$ cat src/rtl/ram_banked.sv
// ram_banked: single-port RAM split into 2^BANK_BITS banks, with a
// self-clearing fill sequence after reset or on a clear request.
// Reads are registered (one cycle latency) and flagged by dados_valid.

module ram_banked #(
    parameter int DATA_W    = 8,
    parameter int ADDR_W    = 3,
    parameter int BANK_BITS = 1
) (
    input  logic              clk,
    input  logic              rst,
    input  logic              enable,
    input  logic              write_enable,
    input  logic              clear,
    input  logic [ADDR_W-1:0] addr,
    input  logic [DATA_W-1:0] dados_in,
    output logic [DATA_W-1:0] dados_out,
    output logic              dados_valid,
    output logic              busy
);

    localparam int NUM_BANKS  = 1 << BANK_BITS;
    localparam int OFF_W      = ADDR_W - BANK_BITS;
    localparam int BANK_DEPTH = 1 << OFF_W;

    localparam logic [0:0] FILL  = 1'b0;
    localparam logic [0:0] READY = 1'b1;

    logic [0:0]        state;
    logic [ADDR_W-1:0] fill_cnt;

    logic [ADDR_W-1:0] acc_addr;
    logic [DATA_W-1:0] acc_data;
    logic              acc_we;
    logic [OFF_W-1:0]  acc_off;
    logic [DATA_W-1:0] read_word;

    // The fill sequence and user requests share one access port; during
    // FILL the counter owns it and writes zero, otherwise the user does.
    always_comb begin
        acc_addr = addr;
        acc_data = dados_in;
        acc_we   = 1'b0;
        if (!rst) begin
            if (state == FILL) begin
                acc_addr = fill_cnt;
                acc_data = '0;
                acc_we   = 1'b1;
            end else begin
                acc_we = enable & write_enable & ~clear;
            end
        end
    end

    assign acc_off = acc_addr[OFF_W-1:0];
    assign busy    = (state == FILL);

    generate
        if (BANK_BITS > 0) begin : g_banks
            logic [BANK_BITS-1:0] acc_bank;
            logic [DATA_W-1:0]    bank_rd [NUM_BANKS];

            assign acc_bank = acc_addr[ADDR_W-1 -: BANK_BITS];

            for (genvar b = 0; b < NUM_BANKS; b++) begin : g_bank
                logic [DATA_W-1:0] bank_mem [BANK_DEPTH];

                // Each bank only accepts writes whose upper address bits select it
                always_ff @(posedge clk) begin
                    if (acc_we && (acc_bank == BANK_BITS'(b))) begin
                        bank_mem[acc_off] <= acc_data;
                    end
                end

                assign bank_rd[b] = bank_mem[acc_off];
            end

            assign read_word = bank_rd[acc_bank];
        end else begin : g_flat
            logic [DATA_W-1:0] flat_mem [BANK_DEPTH];

            // Single flat memory when no bank bits are configured
            always_ff @(posedge clk) begin
                if (acc_we) begin
                    flat_mem[acc_off] <= acc_data;
                end
            end

            assign read_word = flat_mem[acc_off];
        end
    endgenerate

    // FSM, fill counter and registered read output
    always_ff @(posedge clk) begin
        if (rst) begin
            state       <= FILL;
            fill_cnt    <= '0;
            dados_out   <= '0;
            dados_valid <= 1'b0;
        end else begin
            dados_valid <= 1'b0;
            case (state)
                FILL: begin
                    if (clear) begin
                        fill_cnt <= '0;
                    end else if (fill_cnt == '1) begin
                        fill_cnt <= '0;
                        state    <= READY;
                    end else begin
                        fill_cnt <= fill_cnt + 1'b1;
                    end
                end
                default: begin
                    if (clear) begin
                        state    <= FILL;
                        fill_cnt <= '0;
                    end else if (enable && !write_enable) begin
                        dados_out   <= read_word;
                        dados_valid <= 1'b1;
                    end
                end
            endcase
        end
    end

endmodule

$ cat config.mk
export PLATFORM = sky130hd
export DESIGN_NAME = ram_banked
export DESIGN_NICKNAME = d
export VERILOG_FILES = /design/src/rtl/ram_banked.sv
export SDC_FILE = /design/constraint.sdc
export NUM_CORES = 1
export LEC_CHECK = 0
export BUFFER_PORTS_ARGS = -buffer_cell sky130_fd_sc_hd__buf_4
export CAP_MARGIN = 20
export CORE_MARGIN = 1.5
export CORE_UTILIZATION = 45
export CTS_CLUSTER_DIAMETER = 40
export DETAILED_ROUTE_END_ITERATION = 12
export PLACE_DENSITY = 0.67
export SKIP_LAST_GASP = 1
export SYNTH_ARGS = -nofsm -noshare
export SYNTH_HDL_FRONTEND = slang
export SYNTH_SLANG_ARGS = --single-unit
$ cat constraint.sdc
create_clock -name clk -period 2.8 [get_ports clk]
set_input_delay 0.28 -clock clk [delete_from_list [all_inputs] [get_ports clk]]
set_output_delay 0.28 -clock clk [all_outputs]
set_load 0.1 [all_outputs]
* Word-level counts from Yosys, hierarchy flattened
Memory sizes are Yosys's and may differ from the RTL's.
Index checks and enable logic that the tools add are counted.
** Storage, ports and cells
- Register bits after elaboration :: 13
- Memory bits (writable) :: 64
- Input bits :: 16
- Output and inout port bits :: 10
- Logic and storage cells :: 44
- Memories kept :: 2
** Cells by class
- $add $sub $neg :: 1
- Magnitude comparators :: 1
- Equality and inequality tests :: 2
- Multiplexer cells :: 22
- Bitwise operators :: 6
- Reductions and logical operators :: 6
** Memory list
- g_banks.g_bank[0].bank_mem :: words 4, width 8, rd ports 1, clocked after memory_dff 0, wr ports 1, line 66 : logic [DATA_W-1:0] bank_mem [BANK_DEPTH];
- g_banks.g_bank[1].bank_mem :: words 4, width 8, rd ports 1, clocked after memory_dff 0, wr ports 1, line 66
** Operator list (number)
- 2-to-1 mux 8 bit :: 5
- 2-to-1 mux 3 bit :: 6
- 2-to-1 mux 1 bit :: 11
- adder 3 x 1 -> 3 bit, second input constant :: 1
- equality test 3 bit, second input constant :: 1
- logical AND 1 bit :: 3
- inverter 1 bit :: 3
- AND reduction 3 bit :: 1
- OR reduction 3 bit :: 1
- AND 1 bit :: 2
- greater-or-equal comparator 2 bit, second input constant :: 1
- != test 2 bit, second input constant :: 1
- inverter 1 -> 2 bit :: 1
- zero test 1 bit :: 1

* Depth between registers and ports, before layout
Gate-level depths: netlist (run 1).
- Depth after elaboration :: 7
- Depth in mapped cells :: 8
- Gate-level depth less buffers :: 5

* Worst setup path after synthesis (run 1)
OpenSTA, ideal clock, no wires.
- Path kind :: input-to-reg
- Start :: in rst
- End :: mem g_banks.g_bank[0].bank_mem[3][0], enable pin
- Setup time :: 332 ps
- Data arrival time :: 1681 ps
- Required time :: 2468 ps
- Path slack :: 787 ps
- Stages on the path :: 5
- Path buffers :: 2
- Path through :: buf_2 nor2_2 mux2i_2 buf_2 and3_1
** Between the ends
- Word-level cells in the longest chain between the ends :: 5
- Elaborated cells between the ends (all ways) :: 6
- Classes of those cells :: mux: 4; bitwise: 1; reduce/logical: 1
** Ends and longest elaborated chain
- start, declared :: line 11 : input logic rst,
- 2-to-1 mux 3 bit :: line 44 : if (!rst) begin
- inverter 1 bit :: line 70 : if (acc_we && (acc_bank == BANK_BITS'(b))) begin
- logical AND 1 bit :: line 70
- 2-to-1 mux 1 bit :: line 70
- 2-to-1 mux 1 bit (not written as such) :: line 71 : bank_mem[acc_off] <= acc_data;
- end, declared :: line 66
Parallel ways exist; a longest one is shown, timed or not.

* Worst setup path in the final report (run 1)
- Start :: reg state
- End :: reg dados_out[0]
** Between the ends
- Word-level cells in the longest chain between the ends :: 6
- Elaborated cells between the ends (all ways) :: 9
- Classes of those cells :: mux: 5; bitwise: 1; reduce/logical: 1; memory: 2
** Ends and longest elaborated chain
- start, declared :: line 29 : logic [0:0] state;
- start signal, assigned :: line 96 : state <= FILL;
- start signal, assigned :: line 108 : state <= READY;
- start signal, assigned :: line 115 : state <= FILL;
- 2-to-1 mux 3 bit :: line 45 : if (state == FILL) begin
- 2-to-1 mux 3 bit :: line 44
- memory read (4 x 8 bit) / inverter 1 -> 2 bit (equally long branches)
- 2-to-1 mux 8 bit (not written as such) (3 in a row) :: line 78 : assign read_word = bank_rd[acc_bank];
- end signal, assigned :: line 118 : dados_out <= read_word;
- end, declared :: line 17 : output logic [DATA_W-1:0] dados_out,
Parallel ways exist; a longest one is shown, timed or not. The select of a mux whose other input is x is not followed.
A chain may end at the register's enable or synchronous reset.

==> impl_metrics.py, run 1 <==
metrics = {
    "clock_tree": {
        "clk_latency_ns": 0.35,
        "postCtsHoldBufs": 0,
        "cts-htree-levels": 3,
        "postCtsSetupBuffers": 0,
        "clockBufferDepth": 2,
        "cts.sink_count": 77,
        "clk_pin_slew_ns": 0.08,
        "cts_root_buf": "clkbuf_8",
        "numCtsBuffers": 9,
        "cts_tree": "built",
        "cts_resized": 0,
    },
    "die": {
        "rows": 29,
        "die_h_um": 85.8,
        "start_util_pct": 47.5,
        "pin_count": 26,
        "coreArea_um2": 6490,
        "fp.dieArea_um2": 7360,
        "die_w_um": 85.8,
    },
    "layout": {
        "multi_input_area_um2": 832,
        "postLayoutCoreUtil_pct": 54.9,
        "final_nets": 254,
        "fillers": 542,
        "syn_to_final_growth_pct": 15.7,
        "drive_gt1_share_pct": 26.6,
        "diodes": 0,
        "regArea_um2": 2180,
    },
    "min_path": {
        "hp-class": "primary input to flop",
    },
    "critical_path": {
        "worstReg2RegEnd": "dados_out[0]",
        "reg2reg_depth": 5,
        "worstSetupStartpointType": "flop",
        "crit_path_end_kind": "flop",
        "cp_max_fo": 14,
        "cp-startpoint": "state",
        "r2r_start": "state",
        "crit_type": "flop to flop",
        "crit_end": "dados_out[0]",
        "r2r_slack_ns": 0.36,
        "critPathRequiredTime_ns": 3.04,
        "cp.arrival_ns": 2.68,
    },
    "run": {
        "max_cap_viol_count": 0,
    },
    "route": {
        "first_pass_iters": 4,
        "vias": 1826,
        "highest_layer": "met4",
        "drt-initial-drc-count": 127,
        "viasPerCell": 5.74,
        "drc": 0,
        "wl_per_cell_um": 19.9,
        "wl_met2_um": 3240,
        "wl_met3_um": 362,
        "antenna_left": 0,
        "drt-total-wl_um": 6340,
        "wl_met1_um": 2590,
    },
    "global_route": {
        "track_usage_pct": 18.9,
        "antenna_found_initial": 0,
        "overflow": 0,
        "grt_pass1_vias": 1782,
        "grt_max_degree": 19,
        "grt_pass1_wl_um": 9790,
    },
    "power": {
        "powerDensity_nw_per_um2": 601,
        "ir_drop_mv": 0.401,
        "total_leakage_power_nw": 1.28,
    },
    "sta": {
        "rsz0062_at_grt": "false",
        "finalHoldViolCount": 0,
        "finalMaxSlewViolations": 0,
        "finClkSkew_ns": 0.00711,
        "worst_pin_slew_ns": 0.880,
        "slew_headroom_pct": 41.3,
        "min_period_ns": 2.44,
        "finalSetupTns_ns": 0,
        "timing.fmax_mhz": 410,
        "period_share_pct": 87.2,
        "setup_violations": 0,
        "holdWs_ns": 0.129,
    },
    "synth": {
        "seq_area_frac_synth_pct": 70.8,
        "syn-num-nets": 217,
        "synth.top_cell.area_share_pct": 62.3,
        "synth_seq_cells": 77,
        "synth_area_leaders": "edfxtp_1, dfxtp_1, a22oi_1, and3_1, nor4_2",
        "synth.avg_cell_area_um2": 15.5,
        "synth_area_um2": 3080,
        "syn_inst": 199,
        "synth_top_area_cell": "edfxtp_1",
        "synth_cell_types": 31,
        "yosysWarnings": 0,
    },
    "placement": {
        "io_buffers": 25,
        "place_hpwl_um": 3980,
        "gp_congestion": 0.734,
    },
    "outcome": {
        "status": "completed",
    },
}
[synthesized netlist by cell type]
master / count
o31ai_4: 1
nor4_2: 8
nand2_1: 4
buf_4: 2
mux2i_2: 1
a22oi_1: 30
o21ai_4: 1
nor3_1: 5
dfxtp_1: 13
a21oi_1: 2
nor2b_1: 9
buf_1: 1
nand3b_1: 1
edfxtp_1: 64
buf_8: 1
mux2i_1: 3
nor2_1: 12
or4b_4: 1
nor2_2: 1
nor3b_1: 1
ha_1: 2
or4_4: 1
buf_2: 2
nand2b_1: 2
or4b_1: 1
o21ai_2: 1
buf_6: 2
mux2_2: 1
and3_1: 24
a222oi_1: 1
inv_1: 1
[stage by stage]
stage	setup WS, ns	area, µm²	cells	total power [mW]
final	0.359	3570	318	2.14
after global routing	0.243	3570	318	2.22
after CTS	0.385	3570	318	2.16
after detailed placement	0.325	3390	302	1.43
after global placement	0.336	3390	302	1.43
after floorplan	0.787	3080	199	1.37
[power by group]
group | leakage [nW] | total (mW) | internal (mW) | switching (mW)
Combinational | 0.497 | 0.132 | 0.0506 | 0.0818
Clock | 0.0817 | 0.742 | 0.325 | 0.418
Sequential | 0.697 | 1.27 | 1.26 | 0.00644
Total | 1.28 | 2.14 | 1.64 | 0.506
[sequential cells by signal, summed over array words and instances (netlist names)]
register                 cells
g_banks.g_bank.bank_mem     64
dados_valid                  1
fill_cnt                     3
state                        1
dados_out                    8
[layout make-up]
| cell class | instances | share of cell area, % |
|---|---|---|
| Clock buffer | 9 | 3.47 |
| Clock inverter | 7 | 1.37 |
| Inverter | 1 | 0.105 |
| Multi-Input combinational cell | 113 | 23.3 |
| Sequential cell | 77 | 61.2 |
| Tap cell | 77 | 2.70 |
| Timing Repair Buffer | 34 | 7.86 |
[worst min path at each step]
stage,end,depth (start not counted),from,slack (ns)
finish,state,2,clear,0.13
global route,fill_cnt[1],2,clear,0.11
CTS,state,2,clear,0.12
detailed placement,state,2,clear,0.50
global placement,state,2,clear,0.50
floorplan,fill_cnt[0],1,clear,0.36
[cells by family after synthesis]
kind of cell | synth area share (%)
adders and majority gates | 0.811
and+or+nand+nor | 14.9
DFF | 70.8
buffers and inverters | 2.27
AOI/OAI and AO/OA | 9.45
muxes | 1.78
[worst max-delay path, stage by stage, from the launching register on]
cell	delay [ns]
dfxtp_1	0.33
nor2_2	0.69
mux2_2	0.46
nor2_1	0.53
and3_1	0.27
nor4_2	0.05
[routing by layer]
metal  track usage, %  up-vias
met4             9.38        0
met3             6.64       12
met5                0        -
li1                 -      865
met1             24.0      888
met2             29.0       61
[cells in the final DEF (no fill, tap or decap), types with 2 or more instances in the layout]
master	netlist	final
inv_6	0	3
nor3_1	5	5
edfxtp_1	64	64
dfxtp_1	13	13
clkinv_1	0	2
clkinvlp_4	0	2
nor2_1	12	12
and3_1	24	24
ha_1	2	2
nor2b_1	9	9
a21oi_1	2	2
nand2b_1	2	2
clkbuf_8	0	9
buf_4	2	32
mux2i_1	3	3
nor4_2	8	8
buf_12	0	2
a22oi_1	30	30
nand2_1	4	4
(Power assumes the default switching activity.)
==> run 2: changes to the inputs <==
--- a/config.mk
+++ b/config.mk
@@ -12,7 +12,9 @@
 export CTS_CLUSTER_DIAMETER = 40
 export DETAILED_ROUTE_END_ITERATION = 12
 export PLACE_DENSITY = 0.67
+export SETUP_SLACK_MARGIN = 0.5
 export SKIP_LAST_GASP = 1
 export SYNTH_ARGS = -nofsm -noshare
 export SYNTH_HDL_FRONTEND = slang
 export SYNTH_SLANG_ARGS = --single-unit
+export TNS_END_PERCENT = 10
==> impl_metrics.py, run 2 (same netlist as run 1, synthesis figures left out) <==
metrics = {
    "sta": {
        "holdWs_ns": 0.127,
        "rsz0062_at_grt": "true",
        "setup_violations": 0,
        "timing.fmax_mhz": 434,
        "slew_headroom_pct": 48.6,
        "worst_pin_slew_ns": 0.771,
        "finalMaxSlewViolations": 0,
        "finalHoldViolCount": 0,
        "fin_ws_ns": 0.496,
        "min_period_ns": 2.30,
        "finalSetupTns_ns": 0,
        "period_share_pct": 82.3,
        "finClkSkew_ns": 0.00850,
    },
    "layout": {
        "postLayoutCoreUtil_pct": 55.0,
        "drive_gt1_share_pct": 27.0,
        "final_common_cell": "edfxtp_1",
        "regArea_um2": 2180,
        "multi_input_area_um2": 838,
        "reg_top3": "g_banks.g_bank.bank_mem x64, dados_out x8, fill_cnt x3",
        "top_register": "g_banks.g_bank.bank_mem",
        "final_nets": 254,
        "most-common-layout-cells": "edfxtp_1, buf_4, a22oi_1",
        "diodes": 0,
        "largest_reg_flops": 64,
        "fillers": 541,
        "syn_to_final_growth_pct": 15.9,
    },
    "critical_path": {
        "max_stage_delay_ns": 0.58,
        "critPathRequiredTime_ns": 2.79,
        "critPathSlowestCell": "and3_1",
        "cp.arrival_ns": 2.29,
        "cp_max_fo": 15,
        "crit_type": "flop to flop",
        "reg2reg_depth": 4,
        "worstSetupStartpointType": "flop",
        "crit_path_end_kind": "flop",
        "crit_chain": "buf_4, or4b_1, o21ai_2, and3_1",
    },
    "global_route": {
        "overflow": 0,
        "grt_pass1_wl_um": 9790,
        "track_usage_pct": 18.9,
        "grt_max_degree": 19,
        "antenna_found_initial": 0,
        "grt_pass1_vias": 1782,
    },
    "clock_tree": {
        "cts_tree": "built",
        "clockBufferDepth": 2,
        "cts.sink_count": 77,
        "clk_latency_ns": 0.35,
        "cts_root_buf": "clkbuf_8",
        "postCtsSetupBuffers": 0,
        "clk_pin_slew_ns": 0.08,
        "numCtsBuffers": 9,
        "cts-htree-levels": 3,
    },
    "die": {
        "start_util_pct": 47.5,
        "rows": 29,
        "fp.dieArea_um2": 7360,
        "pin_count": 26,
        "coreArea_um2": 6490,
        "die_w_um": 85.8,
        "die_h_um": 85.8,
    },
    "route": {
        "wl_met2_um": 3270,
        "drt-total-wl_um": 6360,
        "vias": 1825,
        "highest_layer": "met4",
        "antenna_left": 0,
        "drt-initial-drc-count": 124,
        "drc": 0,
        "wl_met1_um": 2580,
        "first_pass_iters": 4,
        "viasPerCell": 5.74,
        "wl_per_cell_um": 20.0,
        "wl_met3_um": 364,
    },
    "outcome": {
        "status": "completed",
    },
    "power": {
        "p_total_mw": 2.14,
        "powerDensity_nw_per_um2": 600,
        "total_leakage_power_nw": 1.28,
        "ir_drop_mv": 0.399,
    },
    "min_path": {
        "hp-class": "primary input to flop",
        "hold_depth": 2,
    },
    "run": {
        "max_cap_viol_count": 0,
    },
    "placement": {
        "io_buffers": 25,
        "preCtsSetupSlack_ns": 0.325,
        "place_hpwl_um": 3980,
        "gp_congestion": 0.734,
    },
}
run 2: metrics by stage:
| step | instance area [µm²] | cells |
|---|---|---|
| after floorplan | 3080 | 199 |
| after global placement | 3390 | 302 |
| after detailed placement | 3390 | 302 |
| after CTS | 3570 | 318 |
| after global routing | 3570 | 318 |
| final | 3570 | 318 |
run 2: report_power, final:
group          internal, mW  switching (mW)  leakage [nW]  total, mW
Sequential             1.26         0.00640         0.697       1.27
Combinational        0.0509          0.0822         0.498      0.133
Clock                 0.324           0.416        0.0817      0.741
run 2: critical path: cells and delay by family (launching register included):
kind | cells | cell delay [ns]
simple gates | 2 | 1.10
flops | 1 | 0.34
compound gates | 1 | 0.32
buf+inv | 1 | 0.18
run 2: routing by layer:
layer  up-vias  global-route usage [%]
met3        11                    6.64
met5         -                       0
li1        862                       -
met2        56                    29.0
met4         0                    9.38
met1       896                    24.0
run 2: timing repair:
action                     CTS  global route
hold buffers                 0             0
resized for setup            1             1
setup endpoints to repair   40            16
pin swaps                    0             0
run 2: final cells by class:
type | instances | area share [%]
timing repair buffer | 34 | 7.84
inverter | 1 | 0.105
clock inverter | 7 | 1.37
multi-input combinational | 113 | 23.5
tap | 77 | 2.70
sequential | 77 | 61.1
clock buffer | 9 | 3.47
run 2: final timing paths:
path,from,end,slack (ns)
setup reg to reg,state,g_banks.g_bank[0].bank_mem[1][7],0.50
hold reg to reg,dados_out[6],dados_out[6],0.54
hold / removal,clear,state,0.13
setup / recovery,state,g_banks.g_bank[0].bank_mem[1][7],0.50
